==> src/rtl/bpred_update_sched.sv <==
// Purpose : serializes up to NSLOTS resolved branches per cycle from commit onto the single-entry gselect update port.
// Latency : 2 cycles from commit to upd_valid with an empty queue; after that, one update per accepted cycle.
// Backpress: registered cmt_stall when fewer than NSLOTS entries are free; a group that does not fit is dropped whole and sets sticky ovf.
//
// Ports
//   clk, rst                 clock; asynchronous active-low reset
//   en                       0 holds issue into the output stage; commits are still accepted
//   flush                    discard queue contents, the output stage and same-cycle commits
//   cmt_br/cmt_takb/cmt_ip   per-slot resolved branch, outcome and address
//   cmt_stall                1 = queue cannot take a full group next cycle
//   upd_valid/upd_ip/upd_takb/upd_ready   update handshake toward the predictor
//   q_count                  queued entries, not counting the output stage
//   ovf                      sticky; a commit group was dropped
// Optional feature: BPSCHED_INIT_EN adds an INIT sweep that seeds all 512 predictor entries weak-taken after reset.
module bpred_update_sched #(
    parameter int AMSB   = 31,
    parameter int NSLOTS = 4,
    parameter int QDEPTH = 16
) (
    input  logic                      clk,
    input  logic                      rst,
    input  logic                      en,
    input  logic                      flush,
    input  logic [NSLOTS-1:0]         cmt_br,
    input  logic [NSLOTS-1:0]         cmt_takb,
    input  logic [NSLOTS-1:0][AMSB:0] cmt_ip,
    output logic                      cmt_stall,
    output logic                      upd_valid,
    output logic [AMSB:0]             upd_ip,
    output logic                      upd_takb,
    input  logic                      upd_ready,
    output logic [$clog2(QDEPTH):0]   q_count,
    output logic                      ovf
);
    localparam int PW = $clog2(QDEPTH);
    localparam int CW = PW + 1;
    localparam int KW = $clog2(NSLOTS + 1);

    typedef enum logic [1:0] {S_RUN, S_HOLD, S_FLUSH, S_INIT} state_t;

`ifdef BPSCHED_INIT_EN
    localparam state_t RST_STATE = S_INIT;
`else
    localparam state_t RST_STATE = S_RUN;
`endif

    state_t state_q, state_d;

    // Each entry is {takb, ip}.
    logic [AMSB+1:0] mem [QDEPTH];
    logic [PW-1:0]   head, tail;

    logic [NSLOTS-1:0] keep;
    logic [KW-1:0]     off [NSLOTS];
    logic [KW-1:0]     k;
    logic              blocked;
    logic              in_init, flush_eff, pop, push, drop, init_last;
    logic [CW-1:0]     free_cnt, q_count_d;

`ifdef BPSCHED_INIT_EN
    logic [8:0] init_idx;
    assign init_last = upd_valid && upd_ready && (init_idx == 9'h1ff);
`else
    assign init_last = 1'b0;
`endif

    // Keep slots up to and including the first taken branch. off[n] is
    // the slot's position inside the compacted group.
    always_comb begin
        keep    = '0;
        blocked = 1'b0;
        k       = '0;
        for (int n = 0; n < NSLOTS; n++) begin
            off[n]  = k;
            keep[n] = cmt_br[n] & ~blocked;
            if (keep[n]) k = k + KW'(1);
            blocked = blocked | (cmt_br[n] & cmt_takb[n]);
        end
    end

    assign in_init   = (state_q == S_INIT);
    assign flush_eff = flush && !in_init;
    // The output stage takes the head when it is empty or being consumed.
    assign pop       = (state_q == S_RUN) && (q_count != '0) && (!upd_valid || upd_ready);
    // This cycle's pop counts as free room, so a full queue that is draining can still accept.
    assign free_cnt  = CW'(QDEPTH) - q_count + CW'(pop);
    assign push      = !flush_eff && !in_init && (k != '0) && (CW'(k) <= free_cnt);
    assign drop      = !flush_eff && !in_init && (k != '0) && (CW'(k) >  free_cnt);
    assign q_count_d = flush_eff ? '0 : (q_count + (push ? CW'(k) : '0) - CW'(pop));

    always_comb begin
        state_d = state_q;
        case (state_q)
            S_RUN:   if (flush) state_d = S_FLUSH; else if (!en) state_d = S_HOLD;
            S_HOLD:  if (flush) state_d = S_FLUSH; else if (en)  state_d = S_RUN;
            S_FLUSH: if (flush) state_d = S_FLUSH; else          state_d = S_RUN;
            S_INIT:  if (init_last) state_d = S_RUN;
            default: state_d = S_RUN;
        endcase
    end

    always_ff @(posedge clk or negedge rst) begin
        if (!rst) state_q <= RST_STATE;
        else      state_q <= state_d;
    end

    always_ff @(posedge clk) begin
        if (push) begin
            for (int n = 0; n < NSLOTS; n++) begin
                if (keep[n]) mem[tail + PW'(off[n])] <= {cmt_takb[n], cmt_ip[n]};
            end
        end
    end

    always_ff @(posedge clk or negedge rst) begin
        if (!rst) begin
            head      <= '0;
            tail      <= '0;
            q_count   <= '0;
            upd_valid <= 1'b0;
            upd_ip    <= '0;
            upd_takb  <= 1'b0;
            cmt_stall <= 1'b0;
            ovf       <= 1'b0;
`ifdef BPSCHED_INIT_EN
            init_idx  <= '0;
`endif
        end else begin
            q_count   <= q_count_d;
            cmt_stall <= (state_d == S_INIT) || ((CW'(QDEPTH) - q_count_d) < CW'(NSLOTS));
            if (drop) ovf <= 1'b1;

            if (flush_eff) begin
                head <= tail;
            end else begin
                if (push) tail <= tail + PW'(k);
                if (pop)  head <= head + PW'(1);
            end

            if (in_init) begin
`ifdef BPSCHED_INIT_EN
                // Seed sweep: the index sits in the low address bits.
                if (!upd_valid) begin
                    upd_valid <= 1'b1;
                    upd_ip    <= (AMSB+1)'(init_idx);
                    upd_takb  <= 1'b1;
                end else if (upd_ready) begin
                    if (init_idx == 9'h1ff) begin
                        upd_valid <= 1'b0;
                    end else begin
                        init_idx <= init_idx + 9'd1;
                        upd_ip   <= (AMSB+1)'(init_idx + 9'd1);
                    end
                end
`endif
            end else if (flush_eff) begin
                upd_valid <= 1'b0;
            end else if (pop) begin
                upd_valid          <= 1'b1;
                {upd_takb, upd_ip} <= mem[head];
            end else if (upd_valid && upd_ready) begin
                upd_valid <= 1'b0;
            end
        end
    end
endmodule
==> config.mk <==
export PLATFORM = sky130hd
export DESIGN_NAME = bpred_update_sched
export DESIGN_NICKNAME = d
export VERILOG_FILES = /design/src/rtl/bpred_update_sched.sv
export SDC_FILE = /design/constraint.sdc
export NUM_CORES = 2
export LEC_CHECK = 0
export BUFFER_PORTS_ARGS = -buffer_cell sky130_fd_sc_hd__buf_2
export CAP_MARGIN = 10
export CELL_PAD_IN_SITES_DETAIL_PLACEMENT = 0
export CELL_PAD_IN_SITES_GLOBAL_PLACEMENT = 1
export CORE_MARGIN = 5
export CORE_UTILIZATION = 30
export CTS_CLUSTER_DIAMETER = 30
export DETAILED_ROUTE_END_ITERATION = 7
export PLACE_DENSITY = 0.54
export SYNTH_ARGS = -nofsm -noshare
export SYNTH_HDL_FRONTEND = slang
export SYNTH_SLANG_ARGS = --single-unit
==> constraint.sdc <==
create_clock -name clk -period 6.2 [get_ports clk]
set_clock_uncertainty 0.1 [all_clocks]
set_input_delay 1.55 -clock clk [delete_from_list [all_inputs] [get_ports clk]]
set_output_delay 1.55 -clock clk [all_outputs]
set_load 0.02 [all_outputs]
-- Word level (Yosys, flattened, before mapping)
Memory sizes are Yosys's and may differ from the RTL's. A register that Yosys moved wholly into a read port is not among the register bits.
Cells that the tools add are included.
- bits in registers: 18
- RAM bits: 528
- input port bits: 141
- output and inout bits: 41
- memories kept: 1
- $add $sub $neg: 13
- magnitude comparators: 3
- equality and inequality tests: 4
- multiplexer cells: 29
- bitwise operators: 13
- reduce and logical (&&, ||, !) cells: 22
- memory list (memory ; words ; bits a word ; read ports ; clocked after Yosys merged registers in ; write ports ; RTL line ; RTL):
    mem ; 16 ; 33 ; 1 ; 1 ; 4 ; 50 ; logic [AMSB+1:0] mem [QDEPTH];
- operators by type and width (cell ; number):
    two-way mux 1 bit ; 16
    adder 4 x 3 -> 4 bit ; 3
    two-way mux 3 bit ; 4
    two-way mux 2 bit ; 5
    subtractor 5 bit, first input constant ; 2
    logical AND 1 bit ; 8
    two-way mux 4 bit ; 2
    one-hot mux 2 bit (4 select lines) ; 1
    adder 3 x 1 -> 3 bit, second input constant ; 2
    bitwise AND 1 bit ; 6
    == test 2 bit, second input constant ; 3
    nonzero test 3 bit ; 2
    adder 5 x 1 -> 5 bit ; 1
    adder 5 x 3 -> 5 bit ; 1
    > comparator 3 x 5 -> 1 bit ; 1
    less-or-equal comparator 3 x 5 -> 1 bit ; 1
    < comparator 5 x 3 -> 1 bit, second input constant ; 1
    two-way mux 5 bit ; 1
    inverter 1 bit ; 5
    nonzero test 5 bit ; 1
    subtractor 5 x 1 -> 5 bit ; 1
    adder 4 x 1 -> 4 bit ; 1
    adder 4 x 1 -> 4 bit, second input constant ; 1
    zero test 1 bit ; 4
    other kinds (8) ; 11

-- Depth between registers and ports, before layout
- depth in word-level cells: 18
- gate-level depth with buffers: 29
- depth with buffers taken out: 27

-- Worst setup path before layout
Ideal clock, no wire load.
- kind: input to register
- start: input port cmt_takb[0]
- end: memory mem[11][0] (netlist name), enable pin
- setup time: 469 ps
- arrival time: 7437 ps
- slack: -1806 ps
- stages on the path: 16
- buffers on the path: 2
- cells stage by stage: buf_2 -> a21bo_2 -> ha_1 -> xnor2_1 -> ha_1 -> o22ai_2 -> a21oi_2 -> ha_1 -> nor2b_1 -> o211ai_1 -> a211oi_1 -> o32a_1 -> buf_2 -> nor3_2 -> nand4b_1 -> o21ai_0
- RTL lines (item ; RTL line ; RTL):
    start, declared ; 25 ; input logic [NSLOTS-1:0] cmt_takb,
    end, declared ; 50 ;

==> results_dict.tcl <==
set metrics [dict create \
    grt_pass1_wl_mm 355 \
    utilization_pct 37.0 \
    power_frac_clock_pct 40.3 \
    die_h_um 386 \
    syn_area_per_cell_um2 9.97 \
    core_mm2 0.141 \
    cts.clk_slew.worst_paths_ps 40 \
    hold_buffers 0 \
    drt-total-wl_mm 260 \
    io_pins 182 \
    fin_hold_ws_ps 366 \
    swShare_pct 39.6 \
    relSlewSlack_pct 18.1 \
    internal_power_uw 13300 \
    cts_resized 0 \
    combPwrFrac_pct 35.7 \
    hold_violations 0 \
    area_delta_synth_final_pct 23.0 \
    cts_buffers 191 \
    setup_tns_ps 0 \
    avgViaCountPerCell 7.12 \
    hold_path.class "register to register" \
    yosys_warnings 0 \
    max-cap-violations 0 \
    wl_per_cell_um 41.4 \
    die_x_um 386 \
    place_congestion 0.920 \
    cp-end-kind "register" \
    setup-violations-final 0 \
    crit_path_start_kind "input pin" \
    synth_ff_type "edfxtp_1" \
    grt_antenna_before_repair 27 \
    cts_sinks 579 \
    clkLatencyLatePin_ps 820 \
    cts_root_buf "clkbuf_16" \
    leakage_uw 0.0172 \
    synth_async_sr_flop_share_pct 8.81 \
    cts_buffer_depth 3 \
    rows 138 \
    powerDensity_mw_per_mm2 422 \
    track_usage_pct 33.8 \
    rsz0062_at_grt "no" \
    ys_seq_area_share_pct 40.4 \
    grt_pass1_vias 43326 \
    outcome "finished, final reports clean" \
    fmax_ghz 0.188 \
    start_util_pct 30.1 \
    layout_min_cycle_time_ps 5320 \
    cts_tree "built" \
    port_buffers 181 \
    finalCritPeriodShare_pct 85.8 \
    pwr-share-seq_pct 24.0 \
    synth-seq-cells 579 \
    tightest_slew_ps 1220 \
    syn-instance-count 4252 \
    syn_area_mm2 0.0424 \
    synth_nets 4422 \
    grt-ovfl-total 0 \
    power.net_switching_uw 8730 \
    drtAntennaViolNets 0 \
    drive_gt1_share_pct 20.8 \
    synth.distinct_cells 71 \
    htree_num_levels 4 \
    p_total_uw 22000 \
    fillCellCount 13956 \
    grt_max_degree 121 \
    post_cts_buffers 0 \
    dr.pass1.iters 8 \
    vdd_drop_max_v 0.000240 \
    fin_nets 4395 \
    crit_required_ps 6590 \
    dieArea_mm2 0.149 \
    place.detailed.hpwl_mm 154 \
    drc 0 \
    num_vias 44734 \
    synth_edf_count 528 \
    drtIter0Drc 6568 \
    path_class "input pin to register" \
    cp_max_fo 12 \
    critical_path_arrival_ps 5710 \
    slew_viol_final 0 \
]
[power groups by stage]
stage	Sequential, µW	Clock [µW]	Combinational [µW]
2_1_floorplan	5310	0	4360
3_3_place_gp	5330	0	7630
3_5_place_dp	5340	0	7640
4_1_cts	5280	8920	7660
5_1_grt	5330	9180	8100
6_report	5280	8870	7870
[worst max-delay path, stage by stage]
cell	delay [ps]
buf_2	150
a21bo_4	260
ha_4	250
xnor2_2	140
ha_1	290
o22ai_2	90
a21oi_4	180
ha_4	220
nor2b_4	120
o211ai_1	180
a211oi_2	130
o32a_2	390
nor3_4	130
buf_4	190
nand4b_1	290
o2111ai_4	860
buf_12	250
[per-layer routing]
| layer | wire [µm] | global-route usage, % | vias up |
|---|---|---|---|
| li1 | - | - | 17605 |
| met4 | 18400 | 20.5 | 8 |
| met3 | 31700 | 10.6 | 1004 |
| met1 | 99200 | 43.1 | 22357 |
| met2 | 111000 | 49.9 | 3760 |
| met5 | 40 | 0 | - |
[worst paths after layout]
path / from / depth (start not counted) / slack, ps / endpoint
max in group asynchronous: rst / 2 / 4420 / upd_ip[15]
worst min-delay path: upd_ip[2] / 2 / 370 / upd_ip[2]
worst min register to register: upd_ip[2] / 2 / 370 / upd_ip[2]
min in group asynchronous: rst / 1 / 570 / upd_ip[1]
worst max register to register: q_count[1] / 18 / 1210 / mem[10][11]
worst max-delay path: cmt_takb[0] / 17 / 880 / mem[10][11]
[cell type report]
cell class / count / area (µm²) / share of cell area [%]
flip-flops and latches: 579 / 17100 / 32.9
multi-input cells: 2949 / 22800 / 43.8
clock inverters: 89 / 706 / 1.35
clock buffers: 259 / 5220 / 10.0
repair buffers: 448 / 3630 / 6.95
diodes: 16 / 40.0 / 0.0768
well taps: 1890 / 2360 / 4.53
inverters: 56 / 210 / 0.403
[cells in the final DEF, fill, tap and decap left out, types with 47 or more instances in the layout]
cell,instances
mux2i_1,133
o21ai_0,532
clkbuf_1,54
o221ai_1,99
buf_4,211
buf_2,180
edfxtp_1,528
dfrtp_1,47
nand2_1,136
buf_12,57
clkbuf_16,195
and4_1,150
o2bb2ai_1,528
a31oi_1,359
mux4_2,66
a211oi_1,528
clkinv_1,51
[synth_stat cells (all sizes together) (2+ instances only)]
cell	n	area, µm²
nand3	48	303
nor3	50	409
inv	43	161
nand2b	11	68.8
and4b	27	270
nor2b	7	43.8
buf	215	1120
a21oi	9	48.8
clkinv	13	48.8
o21ai	574	2870
xnor2	11	104
nor2	56	210
or2	4	25.0
edfxtp	528	15900
fa	3	60.1
and3	10	62.6
nand3b	2	15.0
ha	26	325
a21o	5	37.5
o2111ai	6	52.6
nand4	19	125
and2	2	12.5
o22ai	2	18.8
or3	7	43.8
and4	150	1310
o2bb2ai	528	4620
nor4	23	367
mux4	66	1490
dfrtp	51	1280
clkbuf	453	1700
mux2i	133	1330
o221ai	99	867
nand2	140	533
or4	2	15.0
a211oi	529	3970
xor2	10	95.1
o211ai	10	75.1
nand4b	3	26.3
a31oi	359	2250
a21bo	2	20.0
[cell families after synthesis]
kind of cell,after synthesis,synth area share (%)
compound gates,2136,35.3
mux,199,6.64
xor+xnor,21,0.469
fa+ha+maj,29,0.909
buf+inv,724,7.14
flops,579,40.4
simple gates,564,9.16
[metrics by stage]
stage / area [µm²] / setup slack [ps] / std cells
2_1_floorplan: 42600 / -629 / 4252
3_3_place_gp: 46200 / 46.6 / 5922
3_5_place_dp: 46200 / 65.2 / 5922
4_1_cts: 52100 / 896 / 6270
5_1_grt: 52100 / 572 / 6271
6_report: 52200 / 882 / 6286
[flip-flops by register name, indices dropped and copies added, names as in the netlist]
signal / count
tail: 4
q_count: 5
cmt_stall: 1
upd_takb: 1
upd_valid: 1
upd_ip: 32
state_q: 2
mem: 528
head: 4
ovf: 1
Note: power is estimated with default switching activity, not from simulation.
